==> src/rtl/control_sequencer.sv <==
// Hardwired Moore control unit: fetches via T0-T2, decodes the latched opcode and
// steps the execute states T3-T6, driving every datapath strobe from state alone.
module control_sequencer #(
  parameter int          OP_LSB  = 27,
  parameter logic [4:0]  ALU_ADD = 5'b00011
) (
  input  logic        Clock,
  input  logic        Clear,
  input  logic [31:0] IR,
  input  logic        CON_FF,
  input  logic        Stop,
  output logic        PCout,
  output logic        ZLowout,
  output logic        ZHighout,
  output logic        MDRout,
  output logic        HIout,
  output logic        LOout,
  output logic        InPortout,
  output logic        Cout,
  output logic        BAout,
  output logic        MAR_enable,
  output logic        MDR_enable,
  output logic        MDR_read,
  output logic        IR_enable,
  output logic        Y_enable,
  output logic        PC_enable,
  output logic        ZLowIn,
  output logic        ZHighIn,
  output logic        HI_enable,
  output logic        LO_enable,
  output logic        IncPC,
  output logic        CON_enable,
  output logic        OutPort_enable,
  output logic        RAM_write,
  output logic        Gra,
  output logic        Grb,
  output logic        Grc,
  output logic        R_in,
  output logic        R_out,
  output logic [4:0]  alu_op,
  output logic        Run
);

  typedef enum logic [3:0] {S_RST, S_T0, S_T1, S_T2, S_T3, S_T4, S_T5, S_T6, S_HALT} state_t;

  localparam logic [4:0] OP_LDI  = 5'b00001;
  localparam logic [4:0] OP_ADD  = 5'b00011;
  localparam logic [4:0] OP_SUB  = 5'b00100;
  localparam logic [4:0] OP_AND  = 5'b00101;
  localparam logic [4:0] OP_OR   = 5'b00110;
  localparam logic [4:0] OP_MUL  = 5'b01110;
  localparam logic [4:0] OP_BR   = 5'b10010;
  localparam logic [4:0] OP_IN   = 5'b10101;
  localparam logic [4:0] OP_OUT  = 5'b10110;
  localparam logic [4:0] OP_MFHI = 5'b10111;
  localparam logic [4:0] OP_MFLO = 5'b11000;
  localparam logic [4:0] OP_HALT = 5'b11010;

  state_t     state, next_state;
  logic [4:0] opcode;
  logic [4:0] ir_op;
  logic       stop_req;
  logic       ir_unused;

  assign ir_op     = IR[OP_LSB+4:OP_LSB];
  assign ir_unused = ^IR;

  function automatic logic is_alu(input logic [4:0] op);
    return (op == OP_ADD) || (op == OP_SUB) || (op == OP_AND) || (op == OP_OR);
  endfunction

  function automatic logic is_multi(input logic [4:0] op);
    return is_alu(op) || (op == OP_LDI) || (op == OP_MUL) || (op == OP_BR);
  endfunction

  function automatic logic is_single(input logic [4:0] op);
    return (op == OP_MFHI) || (op == OP_MFLO) || (op == OP_IN) || (op == OP_OUT);
  endfunction

  // Stop is only honoured when seen on the edge leaving T0; the fetch still completes.
  always_ff @(posedge Clock or negedge Clear) begin
    if (!Clear) begin
      state    <= S_RST;
      opcode   <= '0;
      stop_req <= 1'b0;
    end else begin
      state <= next_state;
      if (state == S_T0) stop_req <= Stop;
      if (state == S_T2) opcode <= ir_op;
    end
  end

  always_comb begin
    next_state = state;
    case (state)
      S_RST:  next_state = S_T0;
      S_T0:   next_state = S_T1;
      S_T1:   next_state = S_T2;
      S_T2: begin
        if (stop_req || ir_op == OP_HALT)            next_state = S_HALT;
        else if (is_single(ir_op) || is_multi(ir_op)) next_state = S_T3;
        else                                          next_state = S_T0;
      end
      S_T3:   next_state = is_multi(opcode) ? S_T4 : S_T0;
      S_T4:   next_state = S_T5;
      S_T5: begin
        if (opcode == OP_MUL || (opcode == OP_BR && CON_FF)) next_state = S_T6;
        else                                                 next_state = S_T0;
      end
      S_T6:   next_state = S_T0;
      S_HALT: next_state = S_HALT;
      default: next_state = S_RST;
    endcase
  end

  always_comb begin
    PCout = 1'b0; ZLowout = 1'b0; ZHighout = 1'b0; MDRout = 1'b0; HIout = 1'b0;
    LOout = 1'b0; InPortout = 1'b0; Cout = 1'b0; BAout = 1'b0;
    MAR_enable = 1'b0; MDR_enable = 1'b0; MDR_read = 1'b0; IR_enable = 1'b0;
    Y_enable = 1'b0; PC_enable = 1'b0; ZLowIn = 1'b0; ZHighIn = 1'b0;
    HI_enable = 1'b0; LO_enable = 1'b0;
    IncPC = 1'b0; CON_enable = 1'b0; OutPort_enable = 1'b0; RAM_write = 1'b0;
    Gra = 1'b0; Grb = 1'b0; Grc = 1'b0; R_in = 1'b0; R_out = 1'b0;
    alu_op = '0;
    Run = (state != S_RST) && (state != S_HALT);
    case (state)
      S_T0: begin PCout = 1'b1; MAR_enable = 1'b1; IncPC = 1'b1; ZLowIn = 1'b1; end
      S_T1: begin ZLowout = 1'b1; PC_enable = 1'b1; MDR_read = 1'b1; MDR_enable = 1'b1; end
      S_T2: begin MDRout = 1'b1; IR_enable = 1'b1; end
      S_T3: begin
        case (opcode)
          OP_MFHI: begin Gra = 1'b1; R_in = 1'b1; HIout = 1'b1; end
          OP_MFLO: begin Gra = 1'b1; R_in = 1'b1; LOout = 1'b1; end
          OP_IN:   begin Gra = 1'b1; R_in = 1'b1; InPortout = 1'b1; end
          OP_OUT:  begin Gra = 1'b1; R_out = 1'b1; OutPort_enable = 1'b1; end
          OP_LDI:  begin Grb = 1'b1; BAout = 1'b1; Y_enable = 1'b1; end
          OP_MUL:  begin Gra = 1'b1; R_out = 1'b1; Y_enable = 1'b1; end
          OP_BR:   begin Gra = 1'b1; R_out = 1'b1; CON_enable = 1'b1; end
          default: if (is_alu(opcode)) begin Grb = 1'b1; R_out = 1'b1; Y_enable = 1'b1; end
        endcase
      end
      S_T4: begin
        case (opcode)
          OP_LDI:  begin Cout = 1'b1; ZLowIn = 1'b1; alu_op = ALU_ADD; end
          OP_MUL:  begin Grb = 1'b1; R_out = 1'b1; ZLowIn = 1'b1; ZHighIn = 1'b1; alu_op = opcode; end
          OP_BR:   begin PCout = 1'b1; Y_enable = 1'b1; end
          default: if (is_alu(opcode)) begin Grc = 1'b1; R_out = 1'b1; ZLowIn = 1'b1; alu_op = opcode; end
        endcase
      end
      S_T5: begin
        case (opcode)
          OP_MUL:  begin ZLowout = 1'b1; LO_enable = 1'b1; end
          OP_BR:   begin Cout = 1'b1; ZLowIn = 1'b1; alu_op = ALU_ADD; end
          default: if (is_alu(opcode) || opcode == OP_LDI) begin ZLowout = 1'b1; Gra = 1'b1; R_in = 1'b1; end
        endcase
      end
      S_T6: begin
        if (opcode == OP_MUL) begin ZHighout = 1'b1; HI_enable = 1'b1; end
        else if (opcode == OP_BR) begin ZLowout = 1'b1; PC_enable = 1'b1; end
      end
      default: ;
    endcase
  end

endmodule
==> config.mk <==
export PLATFORM = sky130hd
export DESIGN_NAME = control_sequencer
export DESIGN_NICKNAME = d
export VERILOG_FILES = /design/src/rtl/control_sequencer.sv
export SDC_FILE = /design/constraint.sdc
export NUM_CORES = 1
export LEC_CHECK = 0
export ABC_CLOCK_PERIOD_IN_PS = 2150
export CORE_ASPECT_RATIO = 0.7
export CORE_MARGIN = 4
export CORE_UTILIZATION = 41
export DETAILED_ROUTE_END_ITERATION = 8
export DONT_BUFFER_PORTS = 1
export PLACE_DENSITY = 0.53
export SYNTH_ARGS = -nofsm -noshare
export SYNTH_HDL_FRONTEND = slang
export SYNTH_SLANG_ARGS = --single-unit
==> constraint.sdc <==
create_clock -name Clock -period 2.15 [get_ports Clock]
set_input_delay 0.43 -clock Clock [delete_from_list [all_inputs] [get_ports Clock]]
set_output_delay 0.43 -clock Clock [all_outputs]
set_load 0.02 [all_outputs]
==> results of run 1 <==
-- what timing repair did --
item / 4_1_cts / 5_1_grt
pin swaps: 0 / 3
hold buffers: 1 / 0
endpoints found under the hold margin: 10 / 0
endpoints found under the setup margin: 12 / 13
resized for setup: 9 / 8
buffers inserted: 0 / 5
-- cell type report --
class                      count  area share [%]
multi-input combinational    111            54.4
timing repair buffer          39            20.5
sequential                    10            18.3
tap                           34            3.01
clock buffer                   3            2.92
inverter                       3           0.796
-- per-stage QoR --
stage          util (%)  cells
3_3_place_gp       51.3    191
4_1_cts            53.9    195
6_report           56.2    200
3_5_place_dp       51.3    191
5_1_grt            56.2    200
2_1_floorplan         -    142
-- worst reg2reg max path, delay by kind of cell (launching register included) --
family	cells	cell delay, ns
buffers and inverters	1	0.17
AND/OR/NAND/NOR	1	0.18
flip-flops	1	0.47
AO/OA/AOI/OAI	3	0.68
-- cells in the final DEF (no fill, tap or decap), types with 2 or more instances in the layout --
master,count
a21oi_1,4
a31oi_1,3
buf_4,36
clkbuf_2,2
clkbuf_8,3
conb_1,2
dfrtp_1,3
dfrtp_2,7
inv_1,3
mux2_2,5
nand2_1,9
nand2b_1,9
nand3_1,3
nor2_1,16
nor2b_1,5
nor3_1,5
nor4bb_1,2
o21ai_0,6
o22ai_1,4
or2_4,2
-- path summary, 6_finish.rpt --
kind	to	from	depth (start not counted)	slack [ns]
setup reg to reg	state[2]	opcode[2]	5	0.53
min in group asynchronous	state[3]	Clear	1	0.59
hold reg to reg	stop_req	stop_req	1	0.50
setup / recovery	R_out	opcode[2]	5	0.04
max in group asynchronous	state[2]	Clear	1	1.22
hold / removal	opcode[0]	IR[27]	2	0.32
-- kinds of logic after synthesis --
logic type | after synthesis
AOI/OAI and AO/OA | 31
xor gates and xnor gates | 1
buffers and inverters | 21
DFF | 10
muxes | 5
other | 1
and+or+nand+nor | 72
-- flip-flops by register name (all words and copies together) (netlist names) --
signal	cells
opcode	5
stop_req	1
state	4
-- layer usage --
metal	up-vias	global-route usage, %	routed length (um)
li1	551	-	-
met1	532	21.8	1420
met2	31	28.4	1470
met3	3	5.11	181
met4	0	3.82	16
met5	-	0	0
-- power breakdown --
part / switching [W] / internal [W]
logic: 0.000687 / 0.000590
registers: 0.000174 / 0.000289
clock network: 0.0000685 / 0.000122
total: 0.000930 / 0.00100
==> impl_results.md, run 1 <==
* Top-count cell post-synth: nor2_1
* DR pass1 iterations at 4
* Compound-gate portion of the synthesized area at between 10% and 20%
* Placement Setup Slack at 0.168 ns
* EDFF count, synth at 0
* Antenna fix cells at 0
* Nets at 204
* Min-delay worst type: primary input to register
* Cell Pwr Density at 1370 nW/um2
* Via count at 1117
* RSZ-0062 raised after global routing: no
* Sequential area share after synthesis at between 20% and 30%
* Register area at 259 um2
* Critical Path AT at ~1.7 ns
* Vias/cell at 5.59
* # DRC at 0
* Gate Count Post-Synth at 141
* Total GRT Usage at 17.0%
* Max Root-Sink Buffers at 2
* Initial antenna violation count at 0
* Outcome: finished, final reports clean
* WL per Instance at ~15 um
* Dpl cell area at ~1300 um2
* ANT nets after route at 0
* Post-Synth XOR/XNOR Area at less than 1%
* Area share of the leading cell type in the synthesized netlist at ~23%
* Core footprint at approximately 2500 um2
* Grt ovf at 0
* Largest family of logic cells by synthesized area: simple AND/OR/NAND/NOR gates
* Setup violations, final at 0
* Hold_ws at about 0.32 ns
* Fmax achieved at 475 MHz
* Syn Area/Cell at 7.84 um2
* PortBufs at 0
* CP Cell Sequence: buf_4 > nor4bb_2 > a31oi_1 > o22ai_1 > a22o_2
* Worst VDD drop at 0.752 mV
* Leak pwr at 0.577 nW
* CTS tree: yes
* Worst-path clk slew at about 0.040 ns
* Final Skew at 0.00143 ns
* Synth Register Bits at 10
* Die X at 70.0 um
* Largest cells by area after synthesis: dfrtp_1 23%, nor2_1 5.4%, mux2_2 5.1%
* Mux contribution to synthesized area at between 5 and 6%
* Max Cap Viol at 0
* Die Y at about 50 um
* Cell variety after synth at 51
* Crit-path max FO at 11
* Final-report hold violation count at 0
* Final slew viol count at 0
* Io pins at 70
* Fin crit share at a little over nine tenths
* Final GP Congestion at 0.876
* Final worst slack at 0.0441 ns
* TritonCTS Sinks at 10
* Ys async rst share at 100%
* Worst-path cell with the longest stage delay: dfrtp_2
* Area leader, netlist: dfrtp_1
* Critical Path Start Type: register
* Synth Area in Adders at 0%
* Post-layout min period at 2.11 ns
* Classification of the worst setup path: register to output port
* Fillers at between 200 and 250
* Root Driver: clkbuf_8
* Yosys synthesis warning count at 0
* Layout cell share with drive strength beyond 1 at 43.4%
* CP top delay family: compound AO/OA/AOI/OAI gates
* Routed wire length at between 3 and 4 mm
* Area of the multi-input gates at roughly 770 um2
* Final Total Pwr at 0.00193 W
* Area Overhead vs Synth at 28.0%
* Simple-gate portion of the synthesized area at 40.4%
* Starting density of the core at 43.9%
* CP Buf/Inv Count at 1
* Crit end category: output port
* # H-tree levels at 1
* Final instance area at 1410 um2
* Slowest cell delay on critical path at 0.47 ns
* Ys flop type: dfrtp_1
* First-pass GRT wire length at 4.89 mm
* Largest net degree at the start of global routing at 14
* Required time worst endpoint at ~1.7 ns
* Commonest cells in the netlist: 16 x nor2_1, 10 x dfrtp_1, 9 x nand2_1, 9 x nand2b_1, 7 x o21ai_0
* Vias in the first global route at around 1100
* Setup TNS at 0 ns
* Cts bufs inserted at 3
* Full die area at about 3600 um2
* FP Rows at 15
* Post-Syn Area at 1100 um2
* Initial drt markers at just over 70
* Clk Latency, worst-skew pair at 0.23 ns
* HPWL after DPL at 2.30 mm
No activity file was read; power rests on OpenSTA's default activity.
==> run 2: changes to the inputs <==
CORE_ASPECT_RATIO = 1.4   (was 0.7)
==> run 2 against run 1 <==
First-iteration DRC count is 66% lower; fmax is 0.68% lower; via count hardly changed; register-to-register slack worse by 0.02 ns; power is 2.6% lower; cell count is 1.0% lower; routed wire length is 3.4% lower; worst hold slack worse by 0.015 ns; largest power group unchanged; die area hardly changed; worst setup slack worse by 0.014 ns; largest cell class unchanged; utilization is 2.1 points lower.
==> impl_results.md, run 2 (synthesized netlist as in run 1, its figures left out) <==
* Outcome: finished, final reports clean (unchanged)
* # H-tree levels at 1 (unchanged)
* Final slew viol count at 0 (unchanged)
* HPWL after DPL at 2.29 mm (was 2.30 mm)
* Clk Latency, worst-skew pair at 0.25 ns (was 0.23 ns)
* Total GRT Usage at 16.5% (was 17.0%)
* Most frequent cells in the layout: 32 x buf_4, 14 x nor2_1, 9 x nand2_1 (was 36 x buf_4, 16 x nor2_1, 9 x nand2_1, 9 x nand2b_1, 7 x dfrtp_2)
* Vias in the first global route at 1028 (was 1076)
* CTS tree: yes (unchanged)
* Area Overhead vs Synth at 28.2% (was 28.0%)
* Cts bufs inserted at 3 (unchanged)
* Grt ovf at 0 (unchanged)
* TritonCTS Sinks at 10 (unchanged)
* Nets at 200 (was 204)
* WL per Instance at 15.1 um (was 15.4 um)
* Die Y at 69.4 um (was 51.4 um)
* Worst-path clk slew at 0.06 ns (was 0.04 ns)
* Max Cap Viol at 0 (unchanged)
* FP Rows at 22 (was 15)
* First-pass GRT wire length at 4.73 mm (was 4.89 mm)
* Largest net degree at the start of global routing at 17 (was 14)
* Initial antenna violation count at 0 (unchanged)
* Crit end category: output port (unchanged)
* CP top delay family: simple AND/OR/NAND/NOR gates (was compound AO/OA/AOI/OAI gates)
* Commonest non-fill, non-tap cell in the layout: buf_4 (unchanged)
* # DRC at 0 (unchanged)
* Dpl cell area at 1260 um2 (was 1290 um2)
* Leak pwr at 0.575 nW (was 0.577 nW)
* Layout Cells excl Fill at 198 (was 200)
* Slowest cell delay on critical path at 0.48 ns (was 0.47 ns)
* Antenna fix cells at 0 (unchanged)
* Final-report hold violation count at 0 (unchanged)
* Setup violations, final at 0 (unchanged)
* Final GP Congestion at 0.776 (was 0.876)
* Min-delay worst type: primary input to register (unchanged)
* Max FFs per register at 5 (unchanged)
* Routed wire length at 2.98 mm (was 3.09 mm)
* Largest registers: opcode x5, state x4, stop_req x1 (unchanged)
* Full die area at 3600 um2 (about the same)
* Setup TNS at 0 ns (unchanged)
* Root Driver: clkbuf_4 (was clkbuf_8)
* CP Buf/Inv Count at 0 (was 1)
* Vias/cell at 5.64 (was 5.59)
* Layout cell share with drive strength beyond 1 at 46.9% (was 43.4%)
* Die X at 51.9 um (was 70.0 um)
* Required time worst endpoint at 1.72 ns (about the same)
* ANT nets after route at 0 (unchanged)
* Final instance area at 1420 um2 (was 1410 um2)
* Starting density of the core at 42.2% (was 43.9%)
* Initial drt markers at 24 (was 71)
* Io pins at 70 (unchanged)
* PortBufs at 0 (unchanged)
* CP Cell Sequence: nor2b_2 > a32oi_2 > nor3b_4 > or3_4 (was buf_4 > nor4bb_2 > a31oi_1 > o22ai_1 > a22o_2)
* Fin crit share at 98.6% (was 97.9%)
* Dpl cells at 189 (was 191)
* Top reg by flops: opcode (unchanged)
* Via count at 1116 (was 1117)
* Final Skew at 0.000294 ns (was 0.00143 ns)
* RSZ-0062 raised after global routing: yes (was no)
* Critical Path AT at 1.69 ns (was 1.68 ns)
* Worst-path cell with the longest stage delay: dfrtp_2 (unchanged)
* Max Root-Sink Buffers at 2 (unchanged)
* Classification of the worst setup path: register to output port (unchanged)
* Worst VDD drop at 0.753 mV (was 0.752 mV)
* DR pass1 iterations at 4 (unchanged)
* Post-layout min period at 2.12 ns (was 2.11 ns)
* Cell Pwr Density at 1330 nW/um2 (was 1370 nW/um2)
* Core footprint at 2620 um2 (was 2510 um2)
* Critical Path Start Type: register (unchanged)
* Fmax achieved at 472 MHz (was 475 MHz)
* Crit-path max FO at 10 (was 11)
## run 2: cell types whose count changed in the layout (fill, tap and decap cells not counted), sizes merged
cell / before / now
buf: 36 / 32
## run 2: worst paths after layout
kind	from	endpoint	slack [ns]	cells past startpoint
worst max-delay path	opcode[0]	ZLowIn	0.03	4
worst min-delay path	IR[27]	opcode[0]	0.31	2
worst max register to register	opcode[0]	state[2]	0.51	5
worst min register to register	stop_req	stop_req	0.52	1
max in group asynchronous	Clear	opcode[1]	1.28	1
min in group asynchronous	Clear	stop_req	0.55	1
## run 2: what timing repair did
item	in CTS	in global routing
hold buffers	1	0
setup endpoints to repair	14	15
gates cloned	0	0
resized for setup	13	15
buffers inserted	2	3
hold endpoints to repair	10	0
pin swaps	2	6
## run 2: through the flow
step	worst slack, ns	hold WS (ns)	power, W	util (%)
global placement	0.148	0.135	0.00152	48.3
global route	-0.0366	0.294	0.00203	54.2
detailed placement	0.116	0.135	0.00155	48.3
finish	0.0297	0.306	0.00188	54.2
floorplan	0.0151	0.134	0.00129	-
CTS	-0.0101	0.301	0.00175	51.4
## run 2: routing by layer
metal	global-route usage (%)	vias to the layer above	wire, um
met2	27.4	42	1550
met5	0	-	0
met3	2.58	6	235
met4	6.12	0	41
li1	-	542	-
met1	20.9	526	1150
## run 2: cell type report
type	instances	area (um2)
Sequential cell	10	260
Clock buffer	3	22.5
Tap cell	36	45.0
Multi-Input combinational cell	111	815
Timing Repair Buffer	35	263
Fill cell	261	1200
Inverter	3	11.3
## run 2: worst reg2reg max path: stages (launching register included)
cell and delay (ns):
dfrtp_2 0.48, nor2b_2 0.20, a32oi_2 0.28, buf_4 0.17, a21oi_1 0.07, a311o_1 0.32
## run 2: power breakdown
part,internal (W),leakage [nW],switching (W)
Sequential,0.000290,0.113,0.000206
Clock,0.0000641,0.0138,0.0000546
Combinational,0.000603,0.449,0.000664
==> run 3: changes to the inputs <==
CAP_MARGIN = 20   (was default)
==> results of run 3 <==
Same layout as run 2: the final DEF is identical, and so are final timing and power.
